$ cat src/rtl/hazard_pkg.sv
// -----------------------------------------------------------------------------
// hazard_pkg
// Shared definitions for the decode-stage RAW hazard scoreboard.
// - REG_W_DEF   : default register-index width (8 architectural registers).
// - NOP_INSN    : NOP encoding. The ID decoder drives id_valid low for it.
// - hazardEntryT: one in-flight window entry {valid, dest, isLoad} at the
//                 default width. The parametrised top declares the same
//                 layout at its own width.
// -----------------------------------------------------------------------------
package hazard_pkg;

    localparam int          REG_W_DEF = 3;
    localparam logic [15:0] NOP_INSN  = 16'h0800;

    typedef struct packed {
        logic                 valid;
        logic [REG_W_DEF-1:0] dest;
        logic                 isLoad;
    } hazardEntryT;

endpackage

$ cat src/rtl/hazard_scoreboard_if.sv
// -----------------------------------------------------------------------------
// hazard_scoreboard_if
// Bundles the ID-stage instruction description and the stall outputs.
//   master: the decode stage. It drives id_* and flush, and receives
//           stall_n and stall_count.
//   slave : the scoreboard. It receives id_* and flush, and drives
//           stall_n and stall_count.
// -----------------------------------------------------------------------------
interface hazard_scoreboard_if
    import hazard_pkg::*;
#(
    parameter int REG_W = REG_W_DEF,
    parameter int CNT_W = 16
);
    logic             id_valid;
    logic [REG_W-1:0] id_rs;
    logic [REG_W-1:0] id_rt;
    logic             id_uses_rs;
    logic             id_uses_rt;
    logic             id_writes;
    logic [REG_W-1:0] id_dest;
    logic             id_is_load;
    logic             flush;
    logic             stall_n;
    logic [CNT_W-1:0] stall_count;

    modport master (
        output id_valid, id_rs, id_rt, id_uses_rs, id_uses_rt,
               id_writes, id_dest, id_is_load, flush,
        input  stall_n, stall_count
    );

    modport slave (
        input  id_valid, id_rs, id_rt, id_uses_rs, id_uses_rt,
               id_writes, id_dest, id_is_load, flush,
        output stall_n, stall_count
    );
endinterface

$ cat src/rtl/hazard_entry_match.sv
// -----------------------------------------------------------------------------
// hazard_entry_match
// Combinational comparator for a single in-flight entry.
//   entryValid/entryDest : the registered window entry.
//   rs/rt, usesRs/usesRt : sources of the decoding instruction. The caller
//                          gates usesRs/usesRt with id_valid.
//   match                : the entry writes a register that the decoding
//                          instruction reads.
// -----------------------------------------------------------------------------
module hazard_entry_match
    import hazard_pkg::*;
#(
    parameter int REG_W = REG_W_DEF
) (
    input  logic             entryValid,
    input  logic [REG_W-1:0] entryDest,
    input  logic [REG_W-1:0] rs,
    input  logic [REG_W-1:0] rt,
    input  logic             usesRs,
    input  logic             usesRt,
    output logic             match
);
    // Full-width equality: no register index is hardwired to zero.
    assign match = entryValid &&
                   ((usesRs && (entryDest == rs)) || (usesRt && (entryDest == rt)));
endmodule

$ cat src/rtl/hazard_scoreboard.sv
// -----------------------------------------------------------------------------
// hazard_scoreboard
// Decode-stage RAW hazard detector. It tracks the destinations of the
// STAGES instructions after ID in a shift register (entry 0 = EX, entry
// STAGES-1 = oldest). It compares the ID sources against that window and
// drops stall_n to hold PC/IF-ID and inject a NOP into ID/EX.
// Ports:
//   clk, rst_n : clock and asynchronous active-low reset.
//   bus (slave): id_* instruction description and flush in;
//                stall_n (combinational) and stall_count (saturating) out.
// -----------------------------------------------------------------------------
module hazard_scoreboard
    import hazard_pkg::*;
#(
    parameter int REG_W     = REG_W_DEF,
    parameter int STAGES    = 3,
    parameter int RF_BYPASS = 1,
    parameter int FWD_EN    = 0,
    parameter int CNT_W     = 16
) (
    input  logic                clk,
    input  logic                rst_n,
    hazard_scoreboard_if.slave  bus
);
    typedef struct packed {
        logic             valid;
        logic [REG_W-1:0] dest;
        logic             isLoad;
    } entryT;

    // With write-before-read the oldest entry already reaches the register
    // file in time, so it drops out of the compared set.
    localparam int CMP_DEPTH = (RF_BYPASS != 0) ? STAGES - 1 : STAGES;

    entryT             window [STAGES];
    logic [STAGES-1:0] entryMatch;
    logic [STAGES-1:0] cmpMask;
    logic              hazard;
    logic              stallN;
    logic [CNT_W-1:0]  stallCount;

    // A bubble in ID must not compare its don't-care source fields.
    logic usesRsQ;
    logic usesRtQ;
    assign usesRsQ = bus.id_valid && bus.id_uses_rs;
    assign usesRtQ = bus.id_valid && bus.id_uses_rt;

    for (genvar g = 0; g < STAGES; g++) begin : gMatch
        assign cmpMask[g] = (g < CMP_DEPTH);

        hazard_entry_match #(.REG_W(REG_W)) uMatch (
            .entryValid (window[g].valid),
            .entryDest  (window[g].dest),
            .rs         (bus.id_rs),
            .rt         (bus.id_rt),
            .usesRs     (usesRsQ),
            .usesRt     (usesRtQ),
            .match      (entryMatch[g])
        );
    end

    // NOTE: assign a default at the top of every always_comb so that no path
    // leaves the output unassigned. That prevents a latch from being inferred.
    always_comb begin
        hazard = 1'b0;
        if (FWD_EN != 0) begin
            // Forwarding covers every case except a load result still in EX.
            hazard = entryMatch[0] && window[0].isLoad;
        end else begin
            hazard = |(entryMatch & cmpMask);
        end
    end

    // A flush squashes the instruction in ID, so it never asks for a stall.
    assign stallN = !(bus.id_valid && !bus.flush && hazard);

    // NOTE: the window holds valid bits that control behaviour, so it is a
    // flop array and it is reset. It is not a RAM.
    // Sequential state uses non-blocking assignments so that every entry
    // reads its neighbour's value from before the edge.
    always_ff @(posedge clk or negedge rst_n) begin
        if (!rst_n) begin
            for (int i = 0; i < STAGES; i++) begin
                window[i] <= '0;
            end
        end else if (bus.flush) begin
            for (int i = 0; i < STAGES; i++) begin
                window[i] <= '0;
            end
        end else begin
            // The window keeps shifting while stalled, so every hazard
            // drains within STAGES cycles.
            for (int i = STAGES - 1; i > 0; i--) begin
                window[i] <= window[i-1];
            end
            if (!stallN) begin
                window[0] <= '0;
            end else begin
                window[0] <= '{valid:  bus.id_valid && bus.id_writes,
                               dest:   bus.id_dest,
                               isLoad: bus.id_is_load};
            end
        end
    end

    always_ff @(posedge clk or negedge rst_n) begin
        if (!rst_n) begin
            stallCount <= '0;
        end else if (!stallN && (stallCount != '1)) begin
            stallCount <= stallCount + CNT_W'(1);
        end
    end

    assign bus.stall_n     = stallN;
    assign bus.stall_count = stallCount;
endmodule

$ cat src/flat_wrapper.sv
// flat-port wrapper written by rule: the top's interface ports become plain ports
module hazard_scoreboard_flat import hazard_pkg::*;
#(
    parameter int REG_W     = REG_W_DEF,
    parameter int STAGES    = 3,
    parameter int RF_BYPASS = 1,
    parameter int FWD_EN    = 0,
    parameter int CNT_W     = 16
)
  (clk, rst_n, bus_id_valid, bus_id_rs, bus_id_rt, bus_id_uses_rs, bus_id_uses_rt, bus_id_writes, bus_id_dest, bus_id_is_load, bus_flush, bus_stall_n, bus_stall_count);
  hazard_scoreboard_if #(.REG_W(REG_W), .CNT_W(CNT_W)) bus_i ();
  input  logic clk;
  input  logic rst_n;
  input wire logic [$bits(bus_i.id_valid)-1:0] bus_id_valid;
  input wire logic [$bits(bus_i.id_rs)-1:0] bus_id_rs;
  input wire logic [$bits(bus_i.id_rt)-1:0] bus_id_rt;
  input wire logic [$bits(bus_i.id_uses_rs)-1:0] bus_id_uses_rs;
  input wire logic [$bits(bus_i.id_uses_rt)-1:0] bus_id_uses_rt;
  input wire logic [$bits(bus_i.id_writes)-1:0] bus_id_writes;
  input wire logic [$bits(bus_i.id_dest)-1:0] bus_id_dest;
  input wire logic [$bits(bus_i.id_is_load)-1:0] bus_id_is_load;
  input wire logic [$bits(bus_i.flush)-1:0] bus_flush;
  output wire logic [$bits(bus_i.stall_n)-1:0] bus_stall_n;
  output wire logic [$bits(bus_i.stall_count)-1:0] bus_stall_count;
  assign bus_i.id_valid = bus_id_valid;
  assign bus_i.id_rs = bus_id_rs;
  assign bus_i.id_rt = bus_id_rt;
  assign bus_i.id_uses_rs = bus_id_uses_rs;
  assign bus_i.id_uses_rt = bus_id_uses_rt;
  assign bus_i.id_writes = bus_id_writes;
  assign bus_i.id_dest = bus_id_dest;
  assign bus_i.id_is_load = bus_id_is_load;
  assign bus_i.flush = bus_flush;
  assign bus_stall_n = bus_i.stall_n;
  assign bus_stall_count = bus_i.stall_count;
  hazard_scoreboard #(.REG_W(REG_W), .STAGES(STAGES), .RF_BYPASS(RF_BYPASS), .FWD_EN(FWD_EN), .CNT_W(CNT_W)) u_core (.clk(clk), .rst_n(rst_n), .bus(bus_i));
endmodule
$ cat config.mk
export PLATFORM = sky130hd
export DESIGN_NAME = hazard_scoreboard_flat
export DESIGN_NICKNAME = d
export VERILOG_FILES = /design/src/rtl/hazard_pkg.sv /design/src/rtl/hazard_scoreboard_if.sv /design/src/rtl/hazard_entry_match.sv /design/src/rtl/hazard_scoreboard.sv /design/src/flat_wrapper.sv
export SDC_FILE = /design/constraint.sdc
export NUM_CORES = 1
export LEC_CHECK = 0
export ABC_AREA = 0
export CAP_MARGIN = 15
export CORE_MARGIN = 4
export CORE_UTILIZATION = 42
export DETAILED_ROUTE_END_ITERATION = 7
export PLACE_DENSITY = 0.84
export REMOVE_ABC_BUFFERS = 1
export SYNTH_ARGS = -nofsm -noshare
export SYNTH_HDL_FRONTEND = slang
export SYNTH_SLANG_ARGS = --single-unit
$ cat constraint.sdc
create_clock -name clk -period 1.98 [get_ports clk]
set_input_delay 0.396 -clock clk [delete_from_list [all_inputs] [get_ports clk]]
set_output_delay 0.396 -clock clk [all_outputs]
set_load 0.005 [all_outputs]
==> metrics, run 1 <==
outcome finished, violations left; violated checks setup timing; TritonCTS buffer count 3; source-to-sink clock delay at the later pin of the worst-skew pair 310 ps; overall global routing resource usage about 18%; per-instance average area after synthesis around 11 sq um; detailed-route vias per instance 5.12; final-report setup violation count 12; Tightest Pin Transition 306 ps; maximum clock frequency 0.455 GHz; CORE AREA 2810 sq um; row cnt 19; maximum level of the CTS H-tree 1; root buffer cell sky130_fd_sc_hd__clkbuf_4; final slew viol count 0; nets@finish 200; initial core utilization 44.4%; internal power about 0.69 mW; worst setup path category in -> reg; sequential fraction of design power 56.1%; clock group share of total power 27.7%; total grt overflow 0; met1 Usage GRT 21.1%; gate count after technology mapping between 100 and 150; post-route DRC violation count 0; diode count 0; Period Utilization, post-route 111%; worst path required time 2190 ps; slack of the critical path -220 ps; Pleak 0.888 nW; Horiz. Die Dim 62.5 um; flop and latch count out of synthesis 24; Iter 0 DRT Violations 37; number of clock sinks seen by CTS 24; power per cell area around 460 nW/um^2; overall routed net length 3.19 mm; leading cell types in the layout, fill and taps excluded sky130_fd_sc_hd__buf_4, sky130_fd_sc_hd__clkdlybuf4s50_1, sky130_fd_sc_hd__dfrtp_1, sky130_fd_sc_hd__xnor2_1, sky130_fd_sc_hd__nand2_1; RSZ-0062 raised after global routing yes; largest net degree at the start of global routing 25; Area Overhead vs Synth 60.2%; CP Max Fanout 5; number of warnings printed during yosys synthesis 0; path depth of the worst reg2reg path 7; clock period minus worst slack 2200 ps; met2 track utilization from global routing 32.0%; netlist area before placement 1250 sq um; count of placed standard cells including taps 195; count of vias placed by the detailed router 1085; number of global-route vias before repair ~1200; detailed placer's ending HPWL 2.20 mm; first-pass GRT wire length about 5.6 mm; number of buffers inserted by hold repair at cts 0; die extent in y 62.5 um; fraction of layout cells with a size suffix above 1 37.6%; post-layout instance count excluding filler cells 212; maximum root-to-sink buffer count 2; PortBufs 32; fraction of met3 tracks used by global routing 3.78%; Area after DPL 1740 sq um; library cells used by synthesis 24; total of fill cells in the finished design between 200 and 250; startpoint types primary input; count of endpoints failing hold in the final timing report 0; portion of the post-synthesis area used by sequential elements 48.2%; I/O Pins 34; WL per Instance about 15 um; maximum vdd drop 0.000403 V; final worst clock skew 1.66 ps; min-delay worst type in -> async; routability congestion estimate 0.790; grt peak-use layer met2; net switching power of the design 0.226 mW; maximum capacitance violations 0; CTS clk-pin slew, worst paths roughly 130 ps; part of the total power dissipated in combinational logic 16.2%; total negative slack for setup checks -1600 ps; worst path arrival time approximately 2400 ps; CTS tree done; most common cell after layout, fill and taps aside sky130_fd_sc_hd__buf_4; setup slack after placement -607 ps; die area 3900 sq um; remaining antenna violation count 0; number of search-and-repair iterations in the first detailed-routing pass 4; Design Area, Final 2000 sq um; switching power share of the total 24.7%; type of destination of the critical path register; remaining max-slew budget at the tightest pin 79.6%; number of antenna violations at the first check in global routing 0
## per-layer routing
layer	routed length, um	up-vias	share of wire (%)
met4	59	0	1.8
met3	153	8	4.8
li1	-	514	-
met1	1260	529	39
met2	1730	34	54
met5	0	-	0
## synth_stat cells
cell	instances	area, sq um
sky130_fd_sc_hd__o21a_1	1	7.51
sky130_fd_sc_hd__nand2_1	17	63.8
sky130_fd_sc_hd__nor4_2	3	37.5
sky130_fd_sc_hd__nand4_1	6	37.5
sky130_fd_sc_hd__and4_1	1	8.76
sky130_fd_sc_hd__o21ai_1	1	5.00
sky130_fd_sc_hd__buf_6	1	11.3
sky130_fd_sc_hd__nor4_4	1	21.3
sky130_fd_sc_hd__and3_1	2	12.5
sky130_fd_sc_hd__nand3_1	7	35.0
sky130_fd_sc_hd__xnor2_1	13	114
sky130_fd_sc_hd__nor2b_1	4	25.0
sky130_fd_sc_hd__and2_1	3	18.8
sky130_fd_sc_hd__o21ai_2	1	8.76
sky130_fd_sc_hd__nor2_1	8	30.0
sky130_fd_sc_hd__o2111ai_1	2	17.5
sky130_fd_sc_hd__inv_1	1	3.75
sky130_fd_sc_hd__a2111oi_4	1	27.5
sky130_fd_sc_hd__dfrtp_1	24	601
sky130_fd_sc_hd__ha_1	1	12.5
sky130_fd_sc_hd__and4_4	1	11.3
sky130_fd_sc_hd__xor2_1	13	114
sky130_fd_sc_hd__mux2_1	1	11.3
sky130_fd_sc_hd__and3_4	1	11.3
## worst paths after layout
kind                                                         from                                      to  slack [ps]
min reg2reg                u_core.bus.stall_count[15]$_DFFE_PN0P_  u_core.bus.stall_count[15]$_DFFE_PN0P_         530
max in group asynchronous                                   rst_n             u_core.window[13]$_DFF_PN0_        1290
max reg2reg                            u_core.window[8]$_DFF_PN0_   u_core.bus.stall_count[1]$_DFFE_PN0P_        -200
max                                                bus_id_uses_rs   u_core.bus.stall_count[1]$_DFFE_PN0P_        -220
min in group clk           u_core.bus.stall_count[15]$_DFFE_PN0P_  u_core.bus.stall_count[15]$_DFFE_PN0P_         530
min                                                         rst_n  u_core.bus.stall_count[14]$_DFFE_PN0P_         430
## kinds of logic after synthesis
group                      Yosys count  share of synthesized area [%]
buffers and inverters                2                           1.20
DFF                                 24                           48.2
xor gates and xnor gates            26                           18.3
AOI/OAI and AO/OA                    6                           5.32
adders and majority gates            1                           1.00
muxes                                1                          0.904
and+or+nand+nor                     54                           25.1
## sequential cells by signal (all words and copies together), names as in the netlist
register and count:
u_core.bus.stall_count 16, u_core.window 8
## cell type report
cell class / instances / area [sq um] / area share (%)
clock buffers: 4 / 36.3 / 1.82
inverters: 1 / 3.75 / 0.188
multi-input cells: 88 / 762 / 38.2
flip-flops and latches: 24 / 606 / 30.3
well taps: 31 / 38.8 / 1.94
repair buffers: 64 / 551 / 27.6
## per-stage QoR
stage / total power, mW / util [%] / hold slack [ps]
floorplan: 0.561 / - / 100
global placement: 0.635 / 61.9 / 487
detailed placement: 0.642 / 61.9 / 516
CTS: 0.919 / 68.9 / 423
global route: 0.959 / 71.2 / 435
finish: 0.916 / 71.2 / 435
## critical path: stages
cell                              delay (ps)
sky130_fd_sc_hd__clkdlybuf4s50_1         480
sky130_fd_sc_hd__nand2_2                 100
sky130_fd_sc_hd__nor4_4                  320
sky130_fd_sc_hd__o21ai_2                  90
sky130_fd_sc_hd__buf_4                   140
sky130_fd_sc_hd__a2111oi_4               370
sky130_fd_sc_hd__buf_4                   210
sky130_fd_sc_hd__mux2_4                  300
## power groups by stage
stage / combinational [mW] / sequential [mW] / clock, mW
2_1_floorplan: 0.0391 / 0.522 / 0
3_3_place_gp: 0.116 / 0.519 / 0
3_5_place_dp: 0.122 / 0.521 / 0
4_1_cts: 0.140 / 0.514 / 0.265
5_1_grt: 0.160 / 0.515 / 0.284
6_report: 0.149 / 0.513 / 0.254
## timing repair
action                     4_1_cts  5_1_grt
pin swaps                       12       10
setup endpoints to repair       12       12
gates cloned                     0        0
resized for setup               32        7
setup buffers                    7        6
(Power assumes the default switching activity.)
==> inputs of run 2 (changes only) <==
- CORE_UTILIZATION: 42 -> 44
- CTS_BUF_LIST: unset -> sky130_fd_sc_hd__clkbuf_8
- HOLD_SLACK_MARGIN: unset -> 0.02
- PLACE_DENSITY: 0.84 -> 0.87
==> run 2 against run 1 <==
  * The flow still finishes with violations (setup timing)
  * Routed wire length is 5.7% higher
  * Flip-flop and latch count is the same
  * Critical endpoint unchanged
  * Clock skew rose by 6.6 ps
  * Hold slack improved by 41 ps
  * Total power increased by 7.1%
  * Global-route usage rose by 1.5 points
  * Die area decreased by 4.0%
  * Clock power rose by 28%
  * Register-to-register slack worse by 40 ps
  * Maximum frequency is 1.7% lower
  * First-iteration DRC count is 2.7% higher
==> metrics, run 2 (same netlist as run 1, synthesis figures left out) <==
Critical path origin bus_id_rt[0]; die extent in y 61.2 um (-2.0%); Area Overhead vs Synth 59.1%; most common cell after layout, fill and taps aside sky130_fd_sc_hd__buf_4; overall global routing resource usage 19.5% (+1.5 points); number of global-route vias before repair 1190 (-3.1%); source-to-sink clock delay at the later pin of the worst-skew pair 270 ps (-40 ps); WL per Instance 16.3 um (+8.3%); r2r setup slk -240 ps (-40 ps); power per cell area 495 nW/um^2 (+7.8%); post-layout instance count excluding filler cells 207 (-2.4%); fraction of layout cells with a size suffix above 1 33.5% (-4.0 points); detailed-route vias per instance 5.34 (+4.4%); overall power 0.981 mW (+7.1%); count of placed standard cells including taps 195 (unchanged); Tightest Pin Transition 347 ps (+40.4 ps); register cell area after layout 604 sq um (-0.21%); clock group share of total power 33.2% (+5.5 points); count of vias placed by the detailed router 1106 (+1.9%); switching power share of the total 23.6% (-1.0 points); outcome finished, violations left; number of antenna violations at the first check in global routing 0 (unchanged); Pleak 0.864 nW (-2.7%); CTS tree done; net switching power of the design 0.232 mW (+2.5%); maximum vdd drop 0.000520 V (+29%); TritonCTS buffer count 3 (unchanged); CORE AREA 2730 sq um (-2.5%); total of fill cells in the finished design 198 (-2.0%); number of flip-flops in the largest register 16 (unchanged); type of destination of the critical path register; maximum level of the CTS H-tree 1 (unchanged); part of the total power dissipated in combinational logic 14.2% (-2.0 points); I/O Pins 34 (unchanged); worst path required time 2130 ps (-60 ps); area used by multi-input combinational logic 762 sq um (unchanged); die area 3750 sq um (-4.0%); clock period minus worst slack 2240 ps (+37.4 ps); Iter 0 DRT Violations 38 (+2.7%); startpoint of the worst register-to-register path u_core.window[13]$_DFF_PN0_; largest net degree at the start of global routing 25 (unchanged); number of search-and-repair iterations in the first detailed-routing pass 4 (unchanged); Horiz. Die Dim 61.2 um (-2.0%); violated checks setup timing; slack of the critical path -257 ps (-37.4 ps); routability congestion estimate 0.857 (+8.5%); maximum capacitance violations 0 (unchanged); detailed placer's ending HPWL 2.29 mm (+4.1%); PortBufs 32 (unchanged); CTS clk-pin slew, worst paths 80 ps (-50 ps); final worst clock skew 8.27 ps (+6.60 ps); startpoint types primary input; Period Utilization, post-route 113% (+1.9 points); initial core utilization 45.6% (+1.2 points); worst path arrival time 2390 ps (-20 ps); root buffer cell sky130_fd_sc_hd__clkbuf_8; worst setup path category in -> reg; final core occ 72.5% (+1.4 points); sequential fraction of design power 52.5% (-3.6 points); post-route DRC violation count 0 (unchanged); overall routed net length 3.38 mm (+5.7%); remaining max-slew budget at the tightest pin 76.9% (-2.7 points); diode count 0 (unchanged); RSZ-0062 raised after global routing yes; maximum clock frequency 0.447 GHz (-1.7%); final slew viol count 0 (unchanged); CP Max Fanout 6 (+1); final-report setup violation count 12 (unchanged); nets@finish 195 (-2.5%); internal power 0.749 mW (+8.6%); number of clock sinks seen by CTS 24 (unchanged); leading cell types in the layout, fill and taps excluded sky130_fd_sc_hd__buf_4, sky130_fd_sc_hd__clkdlybuf4s50_1, sky130_fd_sc_hd__dfrtp_1, sky130_fd_sc_hd__nand2_1, sky130_fd_sc_hd__xnor2_1; maximum root-to-sink buffer count 2 (unchanged); first-pass GRT wire length 5.29 mm (-6.1%); total grt overflow 0 (unchanged); remaining antenna violation count 0 (unchanged); row cnt 19 (unchanged); count of endpoints failing hold in the final timing report 0 (unchanged); min-delay worst type in -> async
[run 2: cell count changes in the layout (fill, tap and decap cells not counted), sizes merged]
| cell | previous run | this run |
|---|---|---|
| clkdlybuf4s15 | 0 | 3 |
| dlygate4sd2 | 7 | 5 |
| clkbuf | 4 | 5 |
| dlymetal6s2s | 0 | 1 |
| buf | 33 | 27 |
| clkdlybuf4s50 | 24 | 22 |
[run 2: path summary, 6_finish.rpt]
check,end,cells past startpoint
setup reg to reg,u_core.bus.stall_count[1]$_DFFE_PN0P_,7
min in group clk,u_core.bus.stall_count[11]$_DFFE_PN0P_,1
hold / removal,u_core.bus.stall_count[15]$_DFFE_PN0P_,2
max in group asynchronous,u_core.window[6]$_DFF_PN0_,2
hold reg to reg,u_core.bus.stall_count[11]$_DFFE_PN0P_,1
setup / recovery,u_core.bus.stall_count[1]$_DFFE_PN0P_,8
[run 2: timing repair]
item                       CTS  global route
pin swaps                   13            18
resized for setup           25            15
setup endpoints to repair   16            16
hold buffers                 0             0
gates cloned                 1             0
setup buffers                5             4
[run 2: worst max-delay path, stage by stage]
cell                            delay, ps
sky130_fd_sc_hd__dlygate4sd2_1        280
sky130_fd_sc_hd__xor2_1               200
sky130_fd_sc_hd__nor4_4               350
sky130_fd_sc_hd__o21ai_2              110
sky130_fd_sc_hd__buf_4                150
sky130_fd_sc_hd__a2111oi_4            410
sky130_fd_sc_hd__buf_6                190
sky130_fd_sc_hd__mux2_4               300
[run 2: layer usage]
layer | up-vias | track usage, % | routed length (um)
li1 | 509 | - | -
met1 | 557 | 23.1 | 1340
met2 | 33 | 34.4 | 1810
met3 | 7 | 2.94 | 151
met4 | 0 | 8.98 | 73
met5 | - | 0 | 0
[run 2: cell type report]
type | instances | area share (%)
flip-flops and latches | 24 | 30.5
multi-input cells | 88 | 38.4
clock buffers | 4 | 2.78
inverters | 1 | 0.189
repair buffers | 59 | 26.2
well taps | 31 | 1.96
[run 2: stage by stage]
| step | instance area [sq um] | hold slack, ps | setup TNS, ps | worst slack (ps) |
|---|---|---|---|---|
| after floorplan | 1230 | 100 | -154 | -64.8 |
| after global placement | 1740 | 493 | -6500 | -535 |
| after detailed placement | 1740 | 497 | -8250 | -623 |
| after CTS | 1920 | 482 | -1660 | -190 |
| after global routing | 1980 | 504 | -3180 | -316 |
| final | 1980 | 476 | -2480 | -257 |
[run 2: power by group through the flow]
| stage | Clock [mW] | Sequential [mW] | Combinational, mW |
|---|---|---|---|
| after CTS | 0.333 | 0.513 | 0.137 |
| final | 0.326 | 0.515 | 0.140 |
| after global placement | 0 | 0.520 | 0.115 |
| after floorplan | 0 | 0.522 | 0.0391 |
| after detailed placement | 0 | 0.520 | 0.121 |
| after global routing | 0.351 | 0.517 | 0.150 |
